### config.mk
export PLATFORM = sky130hd
export DESIGN_NAME = fetch_stage_flat
export DESIGN_NICKNAME = d
export VERILOG_FILES = /design/src/rtl/fetch_stage_if.sv /design/src/rtl/fetch_stage.sv /design/src/flat_wrapper.sv
export SDC_FILE = /design/constraint.sdc
export NUM_CORES = 1
export LEC_CHECK = 0
export CORE_UTILIZATION = 45
export DETAILED_ROUTE_END_ITERATION = 7
export DONT_BUFFER_PORTS = 1
export GPL_TIMING_DRIVEN = 0
export PLACE_DENSITY = 0.7
export SYNTH_ARGS = -nofsm -noshare
export SYNTH_HDL_FRONTEND = slang
export SYNTH_SLANG_ARGS = --single-unit
### constraint.sdc
create_clock -name clk -period 3.2 [get_ports clk]
set_input_delay 0.32 -clock clk [delete_from_list [all_inputs] [get_ports clk]]
set_output_delay 0.32 -clock clk [all_outputs]
set_load 0.02 [all_outputs]
### src/rtl/fetch_stage_if.sv
// Fetch-stage bus: hazard/branch controls in, instruction memory port and IF/ID outputs.
interface fetch_stage_if;
  logic        stall;
  logic        redirect;
  logic [31:0] redirect_pc;
  logic [31:0] imem_addr;
  logic        imem_en;
  logic [31:0] imem_rdata;
  logic [31:0] out_inst;
  logic [31:0] out_pc4;
  logic        out_valid;
  logic [31:0] fetch_count;

  modport master (
    input  stall, redirect, redirect_pc, imem_rdata,
    output imem_addr, imem_en, out_inst, out_pc4, out_valid, fetch_count
  );

  modport slave (
    output stall, redirect, redirect_pc, imem_rdata,
    input  imem_addr, imem_en, out_inst, out_pc4, out_valid, fetch_count
  );
endinterface

### src/rtl/fetch_stage.sv
// Instruction-fetch stage: owns the PC, drives a 1-cycle-latency instruction memory,
// and hands correct-path instructions with PC+4 to IF/ID, squashing on redirect.
module fetch_stage #(
  parameter logic [31:0] RESET_PC = 32'h0000_0000
) (
  input  logic          clk,
  input  logic          reset,
  fetch_stage_if.master bus
);

  logic [31:0] r_pc;
  logic [31:0] r_req_pc;
  logic        r_req_valid;
  logic [31:0] r_fetch_count;

  logic [31:0] w_target;
  logic        w_out_valid;

  function automatic logic [31:0] pc_next(input logic [31:0] a);
    return a + 32'd4;
  endfunction

  assign w_target    = {bus.redirect_pc[31:2], 2'b00};
  assign w_out_valid = r_req_valid & ~bus.redirect;

  assign bus.imem_addr   = r_pc;
  assign bus.imem_en     = ~bus.stall & ~bus.redirect & ~reset;
  assign bus.out_valid   = w_out_valid;
  assign bus.out_inst    = w_out_valid ? bus.imem_rdata : 32'h0000_0000;
  assign bus.out_pc4     = pc_next(r_req_pc);
  assign bus.fetch_count = r_fetch_count;

  // Priority: reset > redirect > stall > advance. A redirect drops the in-flight
  // fetch, which leaves a one-cycle bubble while the target word is read.
  always_ff @(posedge clk) begin
    if (reset) begin
      r_pc          <= RESET_PC;
      r_req_pc      <= RESET_PC;
      r_req_valid   <= 1'b0;
      r_fetch_count <= 32'd0;
    end else if (bus.redirect) begin
      r_pc        <= w_target;
      r_req_valid <= 1'b0;
    end else if (!bus.stall) begin
      r_pc        <= pc_next(r_pc);
      r_req_pc    <= r_pc;
      r_req_valid <= 1'b1;
      if (r_req_valid) r_fetch_count <= r_fetch_count + 32'd1;
    end
  end

endmodule

### src/flat_wrapper.sv
// flat-port wrapper written by rule: the top's interface ports become plain ports
module fetch_stage_flat 
#(
  parameter logic [31:0] RESET_PC = 32'h0000_0000
)
  (clk, reset, bus_stall, bus_redirect, bus_redirect_pc, bus_imem_rdata, bus_imem_addr, bus_imem_en, bus_out_inst, bus_out_pc4, bus_out_valid, bus_fetch_count);
  fetch_stage_if bus_i ();
  input  logic clk;
  input  logic reset;
  input wire logic [$bits(bus_i.stall)-1:0] bus_stall;
  input wire logic [$bits(bus_i.redirect)-1:0] bus_redirect;
  input wire logic [$bits(bus_i.redirect_pc)-1:0] bus_redirect_pc;
  input wire logic [$bits(bus_i.imem_rdata)-1:0] bus_imem_rdata;
  output wire logic [$bits(bus_i.imem_addr)-1:0] bus_imem_addr;
  output wire logic [$bits(bus_i.imem_en)-1:0] bus_imem_en;
  output wire logic [$bits(bus_i.out_inst)-1:0] bus_out_inst;
  output wire logic [$bits(bus_i.out_pc4)-1:0] bus_out_pc4;
  output wire logic [$bits(bus_i.out_valid)-1:0] bus_out_valid;
  output wire logic [$bits(bus_i.fetch_count)-1:0] bus_fetch_count;
  assign bus_i.stall = bus_stall;
  assign bus_i.redirect = bus_redirect;
  assign bus_i.redirect_pc = bus_redirect_pc;
  assign bus_i.imem_rdata = bus_imem_rdata;
  assign bus_imem_addr = bus_i.imem_addr;
  assign bus_imem_en = bus_i.imem_en;
  assign bus_out_inst = bus_i.out_inst;
  assign bus_out_pc4 = bus_i.out_pc4;
  assign bus_out_valid = bus_i.out_valid;
  assign bus_fetch_count = bus_i.fetch_count;
  fetch_stage #(.RESET_PC(RESET_PC)) u_core (.clk(clk), .reset(reset), .bus(bus_i));
endmodule
Yosys cells after proc, flatten, opt, wreduce, memory -nomap -nowiden
Cells that the tools add are included.

storage, ports and cells
  bits in registers = 97
  bits of input ports = 68
  output and inout port bits = 130
  word-level logic and storage cells = 21

cells by class
  add/subtract/negate cells = 3
  equality and inequality tests = 1
  multiplexer cells = 3
  bitwise logic cells = 6
  reductions and logical operators = 3

operators with widths
  operator               number
  $mux 32                3
  $add 32x3->32 const B  2
  $add 32x1->32 const B  1
  $and 1x1->1            3
  $not 1->1              3
  $reduce_and 3->1       1
  $ne 2x1->1 const B     1
  $reduce_and 2->1       1
  $reduce_or 2->1        1

Depth between registers and ports, before layout
Gate-level depths: netlist (run 1).

  depth after elaboration = 3
  depth in mapped cells = 7

Least setup slack after synthesis (run 1)
No wires, ideal clock.

  path type = reg2out
  start point = reg u_core.r_req_pc[2]
  end point = out bus_out_pc4[20]
  data arrival time = 1,819 ps
  data required time = 2,880 ps
  setup slack = 1,061 ps
  cell stages (with the launch flop) = 6
  cell sequence = dfxtp_1 > ha_1 > nand4_1 > nor4_1 > nand4_1 > xnor2_1

between the ends
  word-level cells in the longest chain between the ends = 1

ends and longest elaborated chain
  what                      line                source
  start: declaration        fetch_stage.sv:12   logic [31:0] r_req_pc;
  start signal: assignment  fetch_stage.sv:46   r_req_pc <= r_pc;
  $add 32x3->32             fetch_stage.sv:20   return a + 32'd4;
  end: declaration          flat_wrapper.sv:17  output wire logic [$bits(bus_i.out_pc4)-1:0] bus_out_pc4;

No other way between the ends.

Worst setup path after layout (run 1)
Ends and elaborated chain as after synthesis.

==> results of run 1 <==
[logic make-up (layout without fill, tap and decap cells)]
group                      count (synthesis)  after routing  synth area share
and+or+nand+nor                          348            348             0.361
AOI/OAI and AO/OA                        108            108             0.131
DFF                                       93             93             0.359
buffers and inverters                     49             64            0.0423
xor gates and xnor gates                  48             48            0.0811
muxes                                      8              8            0.0171
adders and majority gates                  3              3           0.00725
other                                      1              7          0.000724
[timing repair]
action,4_1_cts,5_1_grt
hold endpoints to repair,0,0
setup endpoints to repair,0,5
resized for setup,0,1
[state kept, by name, indices dropped and copies added, names as in the netlist]
name                    count
u_core.r_req_pc            30
u_core.r_req_valid          1
u_core.bus.imem_addr       30
u_core.bus.fetch_count     32
[Yosys cell counts (all sizes together) (16+ instances only)]
| master | number | area share |
|---|---|---|
| a21oi | 48 | 0.046 |
| and2 | 38 | 0.046 |
| and4 | 19 | 0.032 |
| clkbuf | 34 | 0.025 |
| dfxtp | 93 | 0.36 |
| nand2 | 100 | 0.072 |
| nand3 | 24 | 0.023 |
| nand4 | 33 | 0.040 |
| nor2 | 58 | 0.042 |
| or4 | 16 | 0.024 |
| xnor2 | 27 | 0.046 |
| xor2 | 21 | 0.035 |
[worst max-delay path by stage]
stage | startpoint | endpoint | slack, ns | depth (start not counted)
floorplan | u_core.r_req_pc[2] | bus_out_pc4[20] | 1.06 | 5
global placement | u_core.r_req_pc[2] | bus_out_pc4[26] | 0.64 | 5
detailed placement | u_core.r_req_pc[2] | bus_out_pc4[20] | 0.55 | 5
CTS | u_core.r_req_pc[2] | bus_out_pc4[20] | 0.18 | 5
global route | u_core.r_req_pc[2] | bus_out_pc4[20] | 0.31 | 5
finish | u_core.r_req_pc[2] | bus_out_pc4[20] | 0.50 | 5
[cell type report]
cell class,count,area share
diodes,3,0.00133
plain buffers,43,0.0347
clock buffers,14,0.0484
clock inverters,1,0.000884
inverters,6,0.00398
multi-input cells,519,0.551
flip-flops and latches,93,0.329
well taps,140,0.0309
[power by group through the flow]
stage,combinational (mW),clock [mW],sequential [mW]
after floorplan,0.159,0,1.30
after global placement,0.190,0,1.33
after detailed placement,0.193,0,1.33
after CTS,0.194,1.03,1.31
after global routing,0.217,1.08,1.31
final,0.195,1.02,1.31
[stage by stage]
stage | cell area [µm²] | setup slack [ns] | hold WS [ns]
floorplan | 5190 | 1.06 | 0.449
global placement | 5370 | 0.636 | 0.473
detailed placement | 5370 | 0.552 | 0.477
CTS | 5650 | 0.181 | 0.120
global route | 5660 | 0.306 | 0.134
finish | 5660 | 0.497 | 0.120
[routing by layer]
layer,GRT usage,share of wire,up-vias
met5,0,0,-
met4,0.141,0.039,0
met3,0.0599,0.071,44
met2,0.442,0.49,241
met1,0.308,0.40,2335
li1,-,-,2386
[critical path, stage by stage (launching register included)]
cell and delay [ns]:
dfxtp_1 0.40, ha_1 0.23, nand4_1 0.15, nor4_2 0.55
nand4_1 0.22, xnor2_1 0.48
==> flow_summary.toml, run 1 <==
[global_route]
grt_pass1_vias = 4573
grt_pass1_wl_um = 23700
grt_remaining_overflow = 0
track_usage = 0.262
antenna_found_initial = 3
grt_max_degree = 14

[finish]
multi_input_area_um2 = 3120
final_common_cell = "nand2_1"
area_growth_pct = 9.25
nNetsFinal = 743
utilization = 0.513
final_cell_mix = "nand2_1, dfxtp_1, nor2_1"
seqCellArea_um2 = 1860
fillers = 1092
final_cells = 819
drive_gt1_frac = 0.0562

[sta]
period_minus_slack_ns = 2.70
setup_violations = 0
tightest_slew_ns = 0.871
slew_headroom = 0.415
grt_setup_unrepaired = "no"
tns_ns = 0
timing.fmax_mhz = 370
hold_viol = 0
fin_worst_skew_ns = 0.00590
slew_violations = 0
min_period_over_period = 0.845

[min_path]
min_path_type = "input pin to flop"
hp-start = "bus_redirect_pc[2]"
hold_path_depth = 2
hold_path_end = "u_core.bus.imem_addr[2]"

[status]
outcome = "complete, no violations"

[clock_tree]
clock-sinks = 93
hold_buffers = 0
cts_setup_buffers = 0
h-tree-depth = 3
clkLatencyLatePin_ns = 0.35
clockRootBuffer = "clkbuf_16"
cts_max_path_buffers = 2
numCtsBuffers = 9
clkTransAtPathRegs_ns = 0.06
cts_tree = "yes"

[synthesis]
synth_area_um2 = 5180
synth_ff_type = "dfxtp_1"
synth_edf_count = 0
synth_area_per_cell_um2 = 7.87
ys.warnings.count = 0
synth_seq_cells = 93
synth_cells = 658
synth_cell_types = 43
ys_async_sr_fraction = 0
ys_seq_area_frac = 0.359

[setup_path]
critPathLaunchType = "flop"
cp.arrival_ns = 2.38
r2r_slack_ns = 0.60
worstSetupPathType = "flop to output pin"
r2r_end = "u_core.bus.imem_addr[18]"
cp-end-kind = "output pin"
timing.rr.start = "u_core.bus.imem_addr[2]"
crit_required_ns = 2.88
cp_max_fo = 7
r2r_cells = 6

[power_and_ir_drop]
clkPwrFrac = 0.404
comb_power_share = 0.077
sw_frac_of_total = 0.269
vdd_drop_max_mv = 0.246
p_int_mw = 1.85
p_seq_frac = 0.519
leakagePower_nw = 1.87
power_mw = 2.52
power.switching_mw = 0.678
power_density_nw_per_um2 = 446

[drt]
vias = 5006
drtIter0Drc = 384
first_pass_iters = 5
drc = 0
detail-route-antenna-nets = 0
wl_um = 15700
wl_per_cell_um = 19.1
vias_per_cell = 6.11

[placed_design]
io_buffer_count = 0
dp_hpwl_um = 12100
gp_congestion = 0.900
dp.cells = 801

[floorplanning]
die_y_um = 109
initial_core_util = 0.470
dieArea_um2 = 11900
fp.coreArea_um2 = 11000
io_pins = 198
num_rows = 38
die_w_um = 109

[flow_run]
cap_violations = 0
Power figures use the tool's default switching activity.
==> run 2, diff against run 1 <==
==> constraint.sdc (replaced) <==
create_clock -name clk -period 2.5 [get_ports clk]
set_input_delay 0.25 -clock clk [delete_from_list [all_inputs] [get_ports clk]]
set_output_delay 0.25 -clock clk [all_outputs]
set_load 0.02 [all_outputs]
==> run 2 against run 1 <==
Sequential power rose by 28%. Clock skew fell by 0.00051 ns. Routed wire length rose by 0.31%. Cell area rose by 2.0%. Sequential cell count did not move.
==> flow_summary.toml, run 2 (same netlist as run 1, synthesis figures left out) <==
[status]
outcome = "complete, no violations"

[finish]
largest_reg_flops = 32
final_common_cell = "nand2_1"
utilization = 0.524
area_growth_pct = 11.5
fin_area_um2 = 5780
nNetsFinal = 746
drive_gt1_frac = 0.0869
final_cell_mix = "nand2_1, dfxtp_1, nor2_1"

[global_route]
antenna_found_initial = 3
grt_pass1_wl_um = 23700
grt_max_degree = 14
grt_pass1_vias = 4570
grt_remaining_overflow = 0
track_usage = 0.262

[placed_design]
dp_hpwl_um = 12100
gp_congestion = 0.900
io_buffer_count = 0
post_dp_cell_area_um2 = 5370

[clock_tree]
clkTransAtPathRegs_ns = 0.06
hold_buffers = 0
cts_tree = "yes"
numCtsBuffers = 9
cts_max_path_buffers = 2
clock-sinks = 93
h-tree-depth = 3
clkLatencyLatePin_ns = 0.34
clockRootBuffer = "clkbuf_16"

[setup_path]
r2r_end = "u_core.bus.fetch_count[24]"
cp-end-kind = "output pin"
r2r_slack_ns = 0.19
crit_required_ns = 2.25
worstSetupPathType = "flop to output pin"
timing.rr.start = "u_core.bus.fetch_count[4]"
cp_max_fo = 7
critPathLaunchType = "flop"
cp.arrival_ns = 2.09
r2r_cells = 6

[floorplanning]
die_w_um = 109
dieArea_um2 = 11900
initial_core_util = 0.470
io_pins = 198
fp.coreArea_um2 = 11000
die_y_um = 109
num_rows = 38

[drt]
wl_met1_um = 6310
dr_wl_met3_um = 1140
first_pass_iters = 5
drtIter0Drc = 421
wl_um = 15700
detail-route-antenna-nets = 0
wl_per_cell_um = 19.1
vias_per_cell = 6.12
top_layer = "met4"
drc = 0
met2WireLength_um = 7620
vias = 5034

[min_path]
hp-start = "bus_redirect_pc[2]"
hold_path_end = "u_core.bus.imem_addr[2]"
min_path_type = "input pin to flop"
hold_path_depth = 2

[sta]
tightest_slew_ns = 0.864
slew_headroom = 0.419
slew_violations = 0
setup_violations = 0
tns_ns = 0
period_minus_slack_ns = 2.34
min_period_over_period = 0.937
hold_viol = 0
fin_worst_skew_ns = 0.00539
timing.fmax_mhz = 427

[power_and_ir_drop]
power_density_nw_per_um2 = 560
vdd_drop_max_mv = 0.304
leakagePower_nw = 1.97

[flow_run]
cap_violations = 0
[run 2: cell types whose count changed in the layout (fill, tap and decap cells not counted), sizes merged]
cell  previous run  this run
buf              9        12
[run 2: layout make-up]
class | count | area, µm²
fill | 1084 | 5260
multi-input combinational | 519 | 3200
sequential | 93 | 1870
clock buffer | 14 | 274
buffer | 43 | 196
tap | 140 | 175
timing repair buffer | 3 | 22.5
inverter | 6 | 22.5
antenna | 3 | 7.51
clock inverter | 1 | 5.00
[run 2: layer usage]
layer	track usage	vias to the layer above
li1	-	2404
met1	0.308	2346
met2	0.442	237
met3	0.0599	47
met4	0.141	0
met5	0	-
[run 2: what timing repair did]
action | CTS | global route
setup endpoints to repair | 10 | 21
pin swaps | 0 | 4
resized for setup | 4 | 16
setup buffers | 0 | 3
[run 2: worst max-delay path, stage by stage, from the launching register on]
cell and delay, ns:
dfxtp_1 0.45, nand4_1 0.26, nor4_4 0.51, nand4_1 0.22, xnor2_2 0.32
[run 2: power by group]
part	total [mW]	switching [mW]	internal (mW)
Clock	1.30	0.552	0.750
Sequential	1.68	0.145	1.53
Combinational	0.252	0.168	0.0840
[run 2: worst max path at each step]
stage / startpoint / end / slack [ns] / cells after the start
after floorplan: u_core.bus.fetch_count[0] / u_core.bus.fetch_count[16] / 0.37 / 7
after detailed placement: u_core.r_req_pc[2] / bus_out_pc4[20] / -0.08 / 5
final: u_core.r_req_pc[7] / bus_out_pc4[20] / 0.16 / 4
after global routing: u_core.r_req_pc[2] / bus_out_pc4[26] / -0.03 / 5
after CTS: u_core.bus.fetch_count[0] / u_core.bus.fetch_count[24] / 0.04 / 7
after global placement: u_core.r_req_pc[2] / bus_out_pc4[26] / 0.006 / 5
[run 2: stage by stage]
step / cells / power, mW / worst slack [ns] / hold slack [ns]
after floorplan: 661 / 1.87 / 0.373 / 0.393
after global placement: 801 / 1.95 / 0.00595 / 0.403
after detailed placement: 801 / 1.95 / -0.0778 / 0.407
after CTS: 816 / 3.24 / 0.0369 / 0.0425
after global routing: 822 / 3.34 / -0.0272 / 0.0636
final: 822 / 3.23 / 0.157 / 0.0431
==> run 3, diff against run 2 <==
--- a/config.mk
+++ b/config.mk
@@ -9,7 +9,7 @@
 export DETAILED_ROUTE_END_ITERATION = 7
 export DONT_BUFFER_PORTS = 1
 export GPL_TIMING_DRIVEN = 0
-export PLACE_DENSITY = 0.7
+export PLACE_DENSITY = 0.72
 export SYNTH_ARGS = -nofsm -noshare
 export SYNTH_HDL_FRONTEND = slang
 export SYNTH_SLANG_ARGS = --single-unit
==> constraint.sdc (replaced) <==
create_clock -name clk -period 2.1 [get_ports clk]
set_input_delay 0.21 -clock clk [delete_from_list [all_inputs] [get_ports clk]]
set_output_delay 0.21 -clock clk [all_outputs]
set_load 0.02 [all_outputs]
==> run 3 against run 2 <==
The run now ends with negative setup slack left. Routed wire length increased by 6.6%. Sequential share of layout area decreased by 0.74 points. Non-clock buffer count increased by 18. Critical path type unchanged. Critical endpoint is now bus_out_pc4[14]. Largest power group unchanged.
==> flow_summary.toml, run 3 (same netlist as run 1, synthesis figures left out) <==
[status]
outcome = "finished, violations left"
violations = "negative setup slack"

[sta]
grt_setup_unrepaired = "yes"
timing.hold.ws_ns = 0.0130
period_minus_slack_ns = 2.11
tns_ns = -0.00552
slew_violations = 0
tightest_slew_ns = 0.589
fin_worst_skew_ns = 0.00757
setup_violations = 1
timing.fmax_mhz = 475
setup_ws_ns = -0.00552
min_period_over_period = 1.00
hold_viol = 0
slew_headroom = 0.604

[global_route]
grt_pass1_vias = 4779
grt_remaining_overflow = 0
grt_max_degree = 15
antenna_found_initial = 0
grt_pass1_wl_um = 24700
track_usage = 0.271

[finish]
final_common_cell = "nand2_1"
nNetsFinal = 764
largest_reg_flops = 32
area_growth_pct = 20.0
antenna_cells = 0
fin_area_um2 = 6220
drive_gt1_frac = 0.218
final_cell_mix = "nand2_1, nor2_1, a21oi_1"
final_cells = 837

[drt]
drc = 0
wl_per_cell_um = 20.0
drtIter0Drc = 388
vias_per_cell = 6.24
vias = 5226
wl_um = 16700
first_pass_iters = 7
detail-route-antenna-nets = 0

[setup_path]
cp-end-kind = "output pin"
cp.arrival_ns = 1.90
worstSetupPathType = "flop to output pin"
r2r_slack_ns = 0.04
critPathLaunch = "u_core.r_req_pc[8]"
critPathLaunchType = "flop"
crit_path_end = "bus_out_pc4[14]"
cp_max_fo = 5
crit_required_ns = 1.89
r2r_end = "u_core.bus.fetch_count[26]"
timing.rr.start = "u_core.bus.fetch_count[11]"
r2r_cells = 5

[power_and_ir_drop]
sw_frac_of_total = 0.277
clkPwrFrac = 0.393
vdd_drop_max_mv = 0.376
p_seq_frac = 0.524
leakagePower_nw = 2.15
p_int_mw = 2.75
power.switching_mw = 1.06
comb_power_share = 0.083
power_density_nw_per_um2 = 612

[floorplanning]
die_y_um = 109
io_pins = 198
dieArea_um2 = 11900
fp.coreArea_um2 = 11000
initial_core_util = 0.470
num_rows = 38
die_w_um = 109

[flow_run]
cap_violations = 0

[placed_design]
post_dp_cell_area_um2 = 5370
dp_hpwl_um = 12300
io_buffer_count = 0
dpl_worst_slack_ns = -0.488
dp.cells = 801
gp_congestion = 1.02

[clock_tree]
clockRootBuffer = "clkbuf_16"
clkLatencyLatePin_ns = 0.34
clkTransAtPathRegs_ns = 0.06
h-tree-depth = 3
numCtsBuffers = 9
cts_max_path_buffers = 2
cts_tree = "yes"
clock-sinks = 93

[min_path]
min_path_type = "input pin to flop"
==> run 3: cell count changes in the layout (fill, tap and decap cells not counted), moves of 6 or more <==
cell      delta
xor2_1       -7
clkbuf_1     -6
buf_4       +20
dfxtp_4     +17
dfxtp_1     -44
dfxtp_2     +27
xor2_2       +6
==> run 3: worst max-delay path, stage by stage (launching register included) <==
cell	delay, ns
dfxtp_4	0.37
nand4_1	0.19
buf_4	0.20
nor3_2	0.27
and3_2	0.28
xor2_4	0.24
==> run 3: stage by stage <==
step / total power, mW / util
2_1_floorplan: 2.22 / -
3_3_place_gp: 2.32 / 0.487
3_5_place_dp: 2.33 / 0.487
4_1_cts: 3.80 / 0.540
5_1_grt: 3.93 / 0.564
6_report: 3.81 / 0.564
==> run 3: timing repair <==
| item | 4_1_cts | 5_1_grt |
|---|---|---|
| pin swaps | 10 | 24 |
| setup endpoints to repair | 54 | 45 |
| hold buffers | 0 | 0 |
| setup buffers | 6 | 16 |
| gates resized for setup | 74 | 53 |
==> run 3: cell type report <==
| class | instances | area, µm² |
|---|---|---|
| clock inverters | 4 | 25.0 |
| repair buffers | 22 | 169 |
| flip-flops and latches | 93 | 1970 |
| clock buffers | 11 | 243 |
| fillers | 980 | 4810 |
| multi-input cells | 519 | 3410 |
| well taps | 140 | 175 |
| inverters | 6 | 22.5 |
| plain buffers | 42 | 205 |
==> run 3: power by group through the flow <==
stage,clock (mW),sequential (mW),combinational [mW]
floorplan,0,1.98,0.242
global placement,0,2.03,0.292
detailed placement,0,2.03,0.298
CTS,1.50,1.99,0.309
global route,1.59,2.00,0.344
finish,1.50,1.99,0.315
==> run 3: per-layer routing <==
metal | vias to the layer above | routed length (µm) | track usage
met4 | 0 | 743 | 0.150
li1 | 2435 | - | -
met2 | 269 | 8410 | 0.465
met1 | 2474 | 6300 | 0.317
met3 | 48 | 1290 | 0.0516
met5 | - | 0 | 0
==> run 3: how the worst min path moves through the flow <==
stage / slack (ns) / cells past startpoint / to / from
after global routing: 0.03 / 2 / u_core.bus.imem_addr[2] / bus_redirect_pc[2]
after global placement: 0.36 / 2 / u_core.bus.imem_addr[3] / bus_redirect_pc[3]
after floorplan: 0.35 / 2 / u_core.bus.imem_addr[3] / bus_redirect_pc[3]
final: 0.01 / 2 / u_core.bus.imem_addr[2] / bus_redirect_pc[2]
after CTS: 0.01 / 2 / u_core.bus.imem_addr[2] / bus_redirect_pc[2]
after detailed placement: 0.36 / 2 / u_core.bus.imem_addr[3] / bus_redirect_pc[3]
